===== src/rtl/mips_pkg.sv =====
// Shared types and constants for the MIPS fetch/decode front end.
package mips_pkg;

    localparam int unsigned INSTR_W = 32;
    localparam int unsigned ADDR_W  = 32;
    localparam int unsigned PC_STEP = 4;
    localparam logic [ADDR_W-1:0] RESET_PC_DEFAULT = 32'h0000_0000;

    typedef enum logic [1:0] {
        S_REQ  = 2'd0,
        S_WAIT = 2'd1,
        S_HOLD = 2'd2
    } fetch_state_t;

    // Contents of the IF/ID pipeline register handed to decode
    typedef struct packed {
        logic [ADDR_W-1:0]  pc;
        logic [ADDR_W-1:0]  pc4;
        logic [INSTR_W-1:0] instr;
    } ifid_payload_t;

    // Instruction addresses are always word aligned
    function automatic logic [ADDR_W-1:0] word_align(input logic [ADDR_W-1:0] addr);
        return addr & ~ADDR_W'(3);
    endfunction

endpackage


===== src/rtl/fetch_ifid_stage_ifid_reg.sv =====
// IF/ID pipeline register: flush beats stall beats load; otherwise a bubble.
module ifid_reg
    import mips_pkg::*;
(
    input  logic                clk,
    input  logic                rst_n,
    input  logic                flush,
    input  logic                stall,
    input  logic                load,
    input  logic [ADDR_W-1:0]   load_pc,
    input  logic [INSTR_W-1:0]  load_instr,
    output logic                valid,
    output ifid_payload_t       payload
);

    // Valid bit and payload update with flush/stall/load priority
    always_ff @(posedge clk or negedge rst_n) begin
        if (!rst_n) begin
            valid   <= 1'b0;
            payload <= '0;
        end else if (flush) begin
            valid <= 1'b0;
        end else if (!stall) begin
            if (load) begin
                valid         <= 1'b1;
                payload.pc    <= load_pc;
                payload.pc4   <= load_pc + ADDR_W'(PC_STEP);
                payload.instr <= load_instr;
            end else begin
                valid <= 1'b0;
            end
        end
    end

endmodule


===== src/rtl/fetch_ifid_stage.sv =====
// Instruction fetch stage: PC, single-outstanding imem handshake, kill flag,
// skid buffer for stalled responses, and the IF/ID register.
// Optional macro FETCH_PERF_CNT_EN adds fetched/discarded response counters.
module fetch_ifid_stage #(
    parameter logic [31:0] RESET_PC = 32'h0000_0000,
    parameter int unsigned INSTR_W  = 32
) (
    input  logic               clk,
    input  logic               rst_n,
    input  logic               stall_i,
    input  logic               flush_i,
    input  logic               redirect_valid_i,
    input  logic [INSTR_W-1:0] redirect_pc_i,
    output logic               imem_req_o,
    output logic [INSTR_W-1:0] imem_addr_o,
    input  logic               imem_ready_i,
    input  logic               imem_rvalid_i,
    input  logic [INSTR_W-1:0] imem_rdata_i,
    output logic               ifid_valid_o,
    output logic [INSTR_W-1:0] ifid_pc_o,
    output logic [INSTR_W-1:0] ifid_pc4_o,
    output logic [INSTR_W-1:0] ifid_instr_o,
    output logic [15:0]        ifid_imm16_o
`ifdef FETCH_PERF_CNT_EN
    ,
    output logic [31:0]        perf_fetched_o,
    output logic [31:0]        perf_discard_o
`endif
);

    import mips_pkg::fetch_state_t;
    import mips_pkg::S_REQ;
    import mips_pkg::S_WAIT;
    import mips_pkg::S_HOLD;
    import mips_pkg::PC_STEP;
    import mips_pkg::ifid_payload_t;
    import mips_pkg::word_align;

    fetch_state_t       state;
    logic [INSTR_W-1:0] pc;
    logic [INSTR_W-1:0] skid_pc;
    logic [INSTR_W-1:0] skid_instr;
    logic               kill;
    logic               req_q;

    logic               load_c;
    logic               discard_c;
    logic [INSTR_W-1:0] load_pc_c;
    logic [INSTR_W-1:0] load_instr_c;
    logic [INSTR_W-1:0] pc_next_c;
    logic [INSTR_W-1:0] redirect_target_c;

    ifid_payload_t      payload;

    assign pc_next_c         = pc + INSTR_W'(PC_STEP);
    assign redirect_target_c = word_align(redirect_pc_i);

    // Decode which response (live or skid) loads IF/ID and which is discarded
    always_comb begin
        load_c       = 1'b0;
        discard_c    = 1'b0;
        load_pc_c    = pc;
        load_instr_c = imem_rdata_i;
        case (state)
            S_WAIT: begin
                if (imem_rvalid_i) begin
                    if (kill || redirect_valid_i) begin
                        discard_c = 1'b1;
                    end else if (!stall_i) begin
                        load_c = 1'b1;
                    end
                end
            end
            S_HOLD: begin
                if (!redirect_valid_i && !stall_i) begin
                    load_c       = 1'b1;
                    load_pc_c    = skid_pc;
                    load_instr_c = skid_instr;
                end
            end
            default: ;
        endcase
    end

    // Fetch FSM, PC, kill flag, skid buffer and registered request
    always_ff @(posedge clk or negedge rst_n) begin
        if (!rst_n) begin
            state      <= S_REQ;
            pc         <= word_align(RESET_PC);
            kill       <= 1'b0;
            req_q      <= 1'b0;
            skid_pc    <= '0;
            skid_instr <= '0;
        end else begin
            case (state)
                S_REQ: begin
                    if (req_q && imem_ready_i) begin
                        // A redirect in the acceptance cycle orphans this request
                        state <= S_WAIT;
                        req_q <= 1'b0;
                        kill  <= redirect_valid_i;
                    end else begin
                        req_q <= 1'b1;
                    end
                end
                S_WAIT: begin
                    if (imem_rvalid_i) begin
                        if (kill || redirect_valid_i) begin
                            kill  <= 1'b0;
                            state <= S_REQ;
                            req_q <= 1'b1;
                        end else if (!stall_i) begin
                            pc    <= pc_next_c;
                            state <= S_REQ;
                            req_q <= 1'b1;
                        end else begin
                            skid_pc    <= pc;
                            skid_instr <= imem_rdata_i;
                            state      <= S_HOLD;
                        end
                    end else if (redirect_valid_i) begin
                        kill <= 1'b1;
                    end
                end
                S_HOLD: begin
                    if (redirect_valid_i) begin
                        state <= S_REQ;
                        req_q <= 1'b1;
                    end else if (!stall_i) begin
                        pc    <= pc_next_c;
                        state <= S_REQ;
                        req_q <= 1'b1;
                    end
                end
                default: begin
                    state <= S_REQ;
                    req_q <= 1'b0;
                end
            endcase
            if (redirect_valid_i) begin
                pc <= redirect_target_c;
            end
        end
    end

    ifid_reg u_ifid_reg (
        .clk        (clk),
        .rst_n      (rst_n),
        .flush      (flush_i),
        .stall      (stall_i),
        .load       (load_c),
        .load_pc    (load_pc_c),
        .load_instr (load_instr_c),
        .valid      (ifid_valid_o),
        .payload    (payload)
    );

    assign imem_req_o   = req_q;
    assign imem_addr_o  = pc;
    assign ifid_pc_o    = payload.pc;
    assign ifid_pc4_o   = payload.pc4;
    assign ifid_instr_o = payload.instr;
    assign ifid_imm16_o = payload.instr[15:0];

`ifdef FETCH_PERF_CNT_EN
    // Count effective IF/ID loads and discarded (killed) responses
    always_ff @(posedge clk or negedge rst_n) begin
        if (!rst_n) begin
            perf_fetched_o <= '0;
            perf_discard_o <= '0;
        end else begin
            if (load_c && !flush_i) begin
                perf_fetched_o <= perf_fetched_o + 32'd1;
            end
            if (discard_c) begin
                perf_discard_o <= perf_discard_o + 32'd1;
            end
        end
    end
`endif

endmodule


===== config.mk =====
export PLATFORM = sky130hd
export DESIGN_NAME = fetch_ifid_stage
export DESIGN_NICKNAME = d
export VERILOG_FILES = /design/src/rtl/mips_pkg.sv /design/src/rtl/fetch_ifid_stage_ifid_reg.sv /design/src/rtl/fetch_ifid_stage.sv
export SDC_FILE = /design/constraint.sdc
export NUM_CORES = 1
export LEC_CHECK = 0
export ABC_CLOCK_PERIOD_IN_PS = 7800
export CAP_MARGIN = 20
export CORE_ASPECT_RATIO = 2
export CORE_MARGIN = 3
export CORE_UTILIZATION = 55
export DETAILED_ROUTE_END_ITERATION = 10
export HOLD_SLACK_MARGIN = 0.08
export PLACE_DENSITY = 0.87
export SYNTH_ARGS = -nofsm -noshare
export SYNTH_HDL_FRONTEND = slang
export SYNTH_SLANG_ARGS = --single-unit

===== constraint.sdc =====
create_clock -name clk -period 7.8 [get_ports clk]
set_input_delay 1.95 -clock clk [delete_from_list [all_inputs] [get_ports clk]]
set_output_delay 1.95 -clock clk [all_outputs]
set_load 0.005 [all_outputs]

After elaboration in Yosys (flattened, before gate mapping)
Cells that the tools add are included.
W data, S select, Z words.
{"block": "word_totals", "in_bits": 71, "reg_bits": 197, "elab_cells": 72}
{"block": "classes", "n_reduce_logical": 13, "n_mux": 35, "n_bitwise": 3, "n_eq_ne": 9, "add_sub_neg": 2}
{"cell": "$mux W32", "n": 8}
{"cell": "$add A32 B3 Y32 const B", "n": 2}
{"cell": "$pmux W32 S2", "n": 1}
{"cell": "$mux W1", "n": 16}
{"cell": "$mux W2", "n": 6}
{"cell": "$ne A3 B3 Y1 const B", "n": 4}
{"cell": "$reduce_and A3 Y1", "n": 3}
{"cell": "$reduce_and A4 Y1", "n": 2}
{"cell": "$pmux W2 S3", "n": 1}
{"cell": "$ne A2 B2 Y1 const B", "n": 2}
{"cell": "$pmux W1 S2", "n": 2}
{"cell": "$not A1 Y1", "n": 3}
{"cell": "$pmux W1 S3", "n": 1}
{"cell": "$reduce_bool A3 Y1", "n": 1}
{"cell": "$eq A2 B1 Y1 const B", "n": 1}
{"cell": "$eq A2 B2 Y1 const B", "n": 1}
{"cell": "$logic_and A1 B1 Y1", "n": 2}
{"cell": "$logic_not A1 Y1", "n": 2}
{"cell": "$logic_not A2 Y1", "n": 1}
{"cell": "$ne A2 B1 Y1 const B", "n": 1}
{"cell": "$reduce_bool A2 Y1", "n": 1}
{"cell": "$logic_or A1 B1 Y1", "n": 1}

Longest topological paths before layout
{"block": "depth", "ltp_word": 7, "depth_mapped": 17}

Hierarchy
A second synthesis with hierarchy kept.
{"block": "unflattened", "hier_cells": 917, "area_unflattened_um2": 9359.0}
{"mod": "fetch_ifid_stage", "area_each_um2": 5246.3, "seq_area_each_um2": 2402.3, "instances": 1, "cells_each": 455}
{"mod": "ifid_reg", "area_each_um2": 4112.7, "seq_area_each_um2": 2377.3, "instances": 1, "cells_each": 462}

Worst setup path before layout
Ideal clock, no wire load.
{"block": "synth_path", "path_type": "input port to flip-flop", "start": "input port redirect_valid_i", "end": "register, netlist name u_ifid_reg.payload[60]", "setup_ps": 126, "arrival_time_ps": 5063, "required_time_ps": 7674, "n_path_buf": 5, "path_slack_ps": 2611, "path_stages": 14, "path_cell_list": "clkbuf_1 -> nor3b_1 -> buf_2 -> clkbuf_1 -> buf_2 -> nand2_1 -> nand2_1 -> ha_1 -> nand4_1 -> nor4b_2 -> o21ai_2 -> buf_6 -> or3_1 -> a221o_1"}
{"block": "synth_between", "elab_chain_cells": 5, "word_cells_on_any_way": 11}
{"element": "from (decl)", "line_no": "fetch_ifid_stage.sv:12", "text": "input logic redirect_valid_i,"}
{"element": "$logic_not A1 Y1", "line_no": "fetch_ifid_stage.sv:75", "text": "if (!redirect_valid_i && !stall_i) begin"}
{"element": "$logic_and A1 B1 Y1", "line_no": "fetch_ifid_stage.sv:75"}
{"element": "$mux W32", "line_no": "fetch_ifid_stage.sv:75"}
{"element": "$mux W32", "line_no": "fetch_ifid_stage.sv:64", "text": "case (state)"}
{"element": "via load_pc_c[2]", "line_no": "fetch_ifid_stage.sv:48", "text": "logic [INSTR_W-1:0] load_pc_c;"}
{"element": "$add A32 B3 Y32", "line_no": "fetch_ifid_stage_ifid_reg.sv:27", "text": "payload.pc4 <= load_pc + ADDR_W'(PC_STEP);"}
The timed path passes the listed nets, and every way through them passes these cells.
A chain may end at the register's enable or synchronous reset.

Worst setup path in the final report
{"block": "layout_path", "start": "input port stall_i", "end": "register, netlist name u_ifid_reg.payload[62]"}
{"block": "layout_between", "elab_chain_cells": 5, "word_cells_on_any_way": 12}
{"element": "from (decl)", "line_no": "fetch_ifid_stage.sv:10", "text": "input logic stall_i,"}
{"element": "$logic_not A1 Y1"}
{"element": "$logic_and A1 B1 Y1", "line_no": "fetch_ifid_stage.sv:75"}
{"element": "$mux W32", "line_no": "fetch_ifid_stage.sv:75"}
{"element": "$mux W32", "line_no": "fetch_ifid_stage.sv:64"}
{"element": "via load_pc_c[2]", "line_no": "fetch_ifid_stage.sv:48"}
{"element": "$add A32 B3 Y32", "line_no": "fetch_ifid_stage_ifid_reg.sv:27"}
The timed path passes the listed nets, and every way through them passes these cells.

==> results.md <==
| Group | Parameter | This run |
| --- | --- | --- |
| sta | Unrepaired setup endpoints after global routing | false |
| sta | Final-report hold violation count | 0 |
| power and ir drop | Clock Power Share | 0.231 |
| grt | Number of antenna violations at the first check in global routing | 0 |
| clock tree | Count of hold-fix buffers inserted at cts | 0 |
| power and ir drop | Power Dens Cells | 307 nW/um^2 |
| clock tree | Clk Tree Root Cell | sky130_fd_sc_hd__clkbuf_16 |
| synthesis | Syn Area/Cell | 9.72 sq um |
| grt | Wire length of the first global-routing pass | 40,000 um |
| critical path | Worst setup path startpoint | stall_i |
| sta | Number of endpoints failing setup at the final stage | 0 |
| final layout | Layout-stage area growth over the synthesis result | 27.0% |
| sta | Final period utilization | 0.688 |
| final layout | Number of non-filler instances in the completed layout | 1,343 |
| synthesis | EDFF count, synth | 0 |
| synthesis | Yosys Warn Count | 0 |
| critical path | Signal arrival time at the worst endpoint | 5.67 ns |
| synthesis | Synth async-reset ratio | 1.00 |
| floorplan | Standard cell core area | 16,800 sq um |
| clock tree | Number of buffers added by the clock tree synthesis step | 17 |
| floorplan | Total number of placement rows | 67 |
| critical path | R2r endpoint | u_ifid_reg.payload[62] |
| power and ir drop | Register share of total power | 0.447 |
| floorplan | Starting utilization of the core area | 0.562 |
| sta | Max Fclk | 186 MHz |
| sta | Slew Viols, Final | 0 |
| detailed routing | Post-route ant nets | 0 |
| place | Final HPWL from detailed placement | 17,200 um |
| sta | Worst relative slew slack | 0.336 |
| detailed routing | DRT Pass-1 Iters | 6 |
| sta | Sum Neg Setup Slack | 0 ns |
| power and ir drop | Overall Power | 3.70 mW |
| power and ir drop | Internal Dissipation | 2.55 mW |
| synthesis | Predominant post-synthesis flop cell | sky130_fd_sc_hd__dfrtp_1 |
| clock tree | Clock Sink Count | 189 |
| place | Number of buffers inserted by port buffering | 208 |
| floorplan | Die width | 98.8 um |
| sta | Final worst path period need | 5.37 ns |
| place | Placed insts | 1,311 |
| clock tree | H-tree Lvls | 4 |
| status | Run status | completed |
| synthesis | Distinct cell type count after synthesis | 58 |
| clock tree | Clock-pin slew on the worst setup and hold paths | 0.07 ns |
| clock tree | Clock latency on the worst-skew pair | 0.43 ns |
| final layout | Final core utilization | 0.715 |
| critical path | Internal reg-to-reg setup slack | 3.61 ns |
| clock tree | Post-CTS setup buffers | 0 |
| power and ir drop | Switching Power | 1.14 mW |
| detailed routing | Routed WL | 24,700 um |
| final layout | Number of fill cells | 1,217 |
| floorplan | IO Pins | 217 |
| synthesis | Flop and latch count out of synthesis | 189 |
| grt | Pin count of the biggest net entering global routing | 118 |
| clock tree | Quantity of gates resized following cts | 0 |
| critical path | Depth of the most critical reg-to-reg path | 12 |
| critical path | Required time at the endpoint of the critical path | 8.11 ns |
| power and ir drop | Combinational power share | 0.322 |
| synthesis | Area of the mapped netlist | 9480 sq um |
| final layout | Final layout net count | 1,200 |
| run | Max-cap violations | 0 |
| critical path | Largest driver fanout on the critical path | 76 |
| critical path | Reg2Reg Launch Point | state[0] |
| detailed routing | Count of unresolved DRC violations after routing | 0 |
| floorplan | Die Ht | 192 um |
| sta | Clock Skew | 0.0119 ns |
| floorplan | Area of the die | 18,900 sq um |
| detailed routing | DRC violation total after the first TritonRoute iteration | 676 |
| synthesis | Biggest area contributors in the synthesized netlist | sky130_fd_sc_hd__dfrtp_1, sky130_fd_sc_hd__mux2_2, sky130_fd_sc_hd__nand2_1 |
| synthesis | Area share of the largest cell type after synthesis | 0.499 |
| detailed routing | Number of vias in the routed layout | 7,857 |
| place | Gpl congestion | 0.853 |
| critical path | CP Class | in -> reg |
| synthesis | Area leader, netlist | sky130_fd_sc_hd__dfrtp_1 |
| sta | Worst slew pin tran | 0.996 ns |
| clock tree | Clock buffer depth | 2 |
| final layout | Fraction of final layout cells sized beyond drive strength 1 | 0.100 |
| synthesis | Sequential-to-total area share from yosys stat | 0.499 |
| final layout | Summed area of non-filler cells in the final layout | 12,000 sq um |
| critical path | Critical path startpoint category | input port |
| grt | Number of global-route vias before repair | 7,969 |
| power and ir drop | Sw Ratio | 0.309 |
| hold path | Hold crit path type | reg -> reg |
| clock tree | CTS tree | built |
| detailed routing | Routed wirelength normalized by instance count | 18.4 um |
| synthesis | Post-Synthesis Cells | 975 |
| detailed routing | Average vias per placed instance | 5.85 |
| place | Placed Instance Area | 11,500 sq um |
| critical path | Crit path to | u_ifid_reg.payload[62] |
| grt | Global routing usage summed across all routing layers | 0.263 |
| final layout | Number of diodes added for antenna fixing | 0 |
| power and ir drop | Worst-case vdd ir drop | 154 uV |
| critical path | Setup crit end kind | register |
| power and ir drop | Pleak | 5.04 nW |
| grt | Aggregate global routing overflow | 0 |
[final cells by class]
cell class                 count  area, sq um  share of cell area
clock inverter                12          118             0.00977
tap                          207          259              0.0215
inverter                       9         33.8             0.00281
timing repair buffer         215         2130               0.177
clock buffer                  20          467              0.0388
sequential                   189         4730               0.393
multi-input combinational    691         4300               0.357
[cell families (layout without fill, tap and decap cells)]
kind of cell    after synthesis  in the layout  share of synthesized area
xor+xnor                     44             44                     0.0407
fa+ha+maj                     6              6                    0.00792
mux                          93             93                      0.107
other cells                   1              6                   0.000396
compound gates              166            166                      0.111
simple gates                376            376                      0.183
flops                       189            189                      0.499
buf+inv                     100            256                     0.0512
[placed cells by master (no fill, tap or decap), types with 3 or more instances in the layout]
| cell type | count |
|---|---|
| sky130_fd_sc_hd__and2_1 | 5 |
| sky130_fd_sc_hd__conb_1 | 6 |
| sky130_fd_sc_hd__a21o_1 | 12 |
| sky130_fd_sc_hd__nand2b_1 | 4 |
| sky130_fd_sc_hd__nor3_1 | 16 |
| sky130_fd_sc_hd__or3_1 | 8 |
| sky130_fd_sc_hd__dfrtp_1 | 189 |
| sky130_fd_sc_hd__clkbuf_16 | 17 |
| sky130_fd_sc_hd__inv_6 | 6 |
| sky130_fd_sc_hd__inv_8 | 3 |
| sky130_fd_sc_hd__o31a_1 | 4 |
| sky130_fd_sc_hd__xor2_1 | 6 |
| sky130_fd_sc_hd__nand2_1 | 185 |
| sky130_fd_sc_hd__clkbuf_8 | 4 |
| sky130_fd_sc_hd__and3_1 | 6 |
| sky130_fd_sc_hd__a221o_1 | 7 |
| sky130_fd_sc_hd__inv_1 | 9 |
| sky130_fd_sc_hd__and4_1 | 6 |
| sky130_fd_sc_hd__buf_4 | 7 |
| sky130_fd_sc_hd__o21ai_1 | 3 |
| sky130_fd_sc_hd__a21oi_1 | 16 |
| sky130_fd_sc_hd__nor2_1 | 65 |
| sky130_fd_sc_hd__a31oi_1 | 35 |
| sky130_fd_sc_hd__ha_1 | 6 |
| sky130_fd_sc_hd__o211ai_1 | 6 |
| sky130_fd_sc_hd__xnor2_1 | 38 |
| sky130_fd_sc_hd__clkdlybuf4s50_1 | 206 |
| sky130_fd_sc_hd__mux2i_1 | 29 |
| sky130_fd_sc_hd__nor4_1 | 24 |
| sky130_fd_sc_hd__o21ai_0 | 59 |
| sky130_fd_sc_hd__nand3_1 | 29 |
| sky130_fd_sc_hd__mux2_2 | 64 |
| sky130_fd_sc_hd__nand4_1 | 14 |
[power by group through the flow]
stage	logic, mW	registers (mW)	clock network [mW]
floorplan	0.573	1.60	0
global placement	1.16	1.64	0
detailed placement	1.20	1.66	0
CTS	1.21	1.65	0.871
global route	1.30	1.70	0.910
finish	1.19	1.65	0.853
[per-stage QoR]
step | hold WS (ns) | setup slack (ns)
2_1_floorplan | 0.470 | 2.61
3_5_place_dp | 0.464 | 2.05
3_3_place_gp | 0.460 | 2.13
4_1_cts | 0.481 | 2.48
6_report | 0.472 | 2.43
5_1_grt | 0.491 | 2.15
[worst min-delay path by stage]
stage,cells past startpoint,endpoint,start
6_report,2,u_ifid_reg.payload[34],u_ifid_reg.payload[34]
5_1_grt,1,u_ifid_reg.payload[86],u_ifid_reg.payload[86]
4_1_cts,1,u_ifid_reg.payload[91],u_ifid_reg.payload[91]
3_5_place_dp,2,u_ifid_reg.payload[34],u_ifid_reg.payload[34]
3_3_place_gp,2,u_ifid_reg.payload[34],u_ifid_reg.payload[34]
2_1_floorplan,2,u_ifid_reg.payload[35],u_ifid_reg.payload[35]
[cell usage after synthesis, types with 3 or more instances]
| cell type | n |
|---|---|
| sky130_fd_sc_hd__a21oi_1 | 16 |
| sky130_fd_sc_hd__and2_1 | 6 |
| sky130_fd_sc_hd__nor4_1 | 24 |
| sky130_fd_sc_hd__mux2_2 | 64 |
| sky130_fd_sc_hd__inv_1 | 9 |
| sky130_fd_sc_hd__nand2_1 | 185 |
| sky130_fd_sc_hd__and4_1 | 6 |
| sky130_fd_sc_hd__o21ai_1 | 4 |
| sky130_fd_sc_hd__buf_2 | 7 |
| sky130_fd_sc_hd__nor2_1 | 65 |
| sky130_fd_sc_hd__nand4_1 | 14 |
| sky130_fd_sc_hd__o211ai_1 | 6 |
| sky130_fd_sc_hd__a31oi_1 | 35 |
| sky130_fd_sc_hd__dfrtp_1 | 189 |
| sky130_fd_sc_hd__clkbuf_1 | 53 |
| sky130_fd_sc_hd__xor2_1 | 6 |
| sky130_fd_sc_hd__buf_1 | 6 |
| sky130_fd_sc_hd__xnor2_1 | 38 |
| sky130_fd_sc_hd__and3_1 | 6 |
| sky130_fd_sc_hd__o21a_1 | 3 |
| sky130_fd_sc_hd__a21o_1 | 12 |
| sky130_fd_sc_hd__ha_1 | 6 |
| sky130_fd_sc_hd__nand3_1 | 29 |
| sky130_fd_sc_hd__or3_1 | 8 |
| sky130_fd_sc_hd__mux2i_1 | 29 |
| sky130_fd_sc_hd__a221o_1 | 7 |
| sky130_fd_sc_hd__o31a_1 | 4 |
| sky130_fd_sc_hd__buf_4 | 23 |
| sky130_fd_sc_hd__nand2b_1 | 4 |
| sky130_fd_sc_hd__o21ai_0 | 59 |
| sky130_fd_sc_hd__nor3_1 | 16 |
[layer usage]
layer | wire length (um) | share of wire | global-route usage | vias to the layer above
met2 | 13200 | 0.53 | 0.465 | 316
met5 | 0 | 0 | 0 | -
met3 | 1280 | 0.052 | 0.0443 | 78
met4 | 1100 | 0.044 | 0.136 | 0
li1 | - | - | - | 3678
met1 | 9150 | 0.37 | 0.301 | 3785
[state kept, by name, summed over array words and instances (netlist names)]
name                count
u_ifid_reg.payload     92
skid_instr             32
imem_addr_o            30
skid_pc                30
state                   2
imem_req_o              1
kill                    1
u_ifid_reg.valid        1
[critical path: stages]
cell and delay, ns:
sky130_fd_sc_hd__clkdlybuf4s50_1 0.55, sky130_fd_sc_hd__nor3b_2 0.20, sky130_fd_sc_hd__buf_4 0.77, sky130_fd_sc_hd__nand2_1 0.16
sky130_fd_sc_hd__nand2_1 0.10, sky130_fd_sc_hd__ha_1 0.26, sky130_fd_sc_hd__nand4_1 0.14, sky130_fd_sc_hd__nor4b_2 0.49
sky130_fd_sc_hd__o21ai_2 0.29, sky130_fd_sc_hd__or3_1 0.44, sky130_fd_sc_hd__a221o_1 0.31
Note: power is estimated with default switching activity, not from simulation.
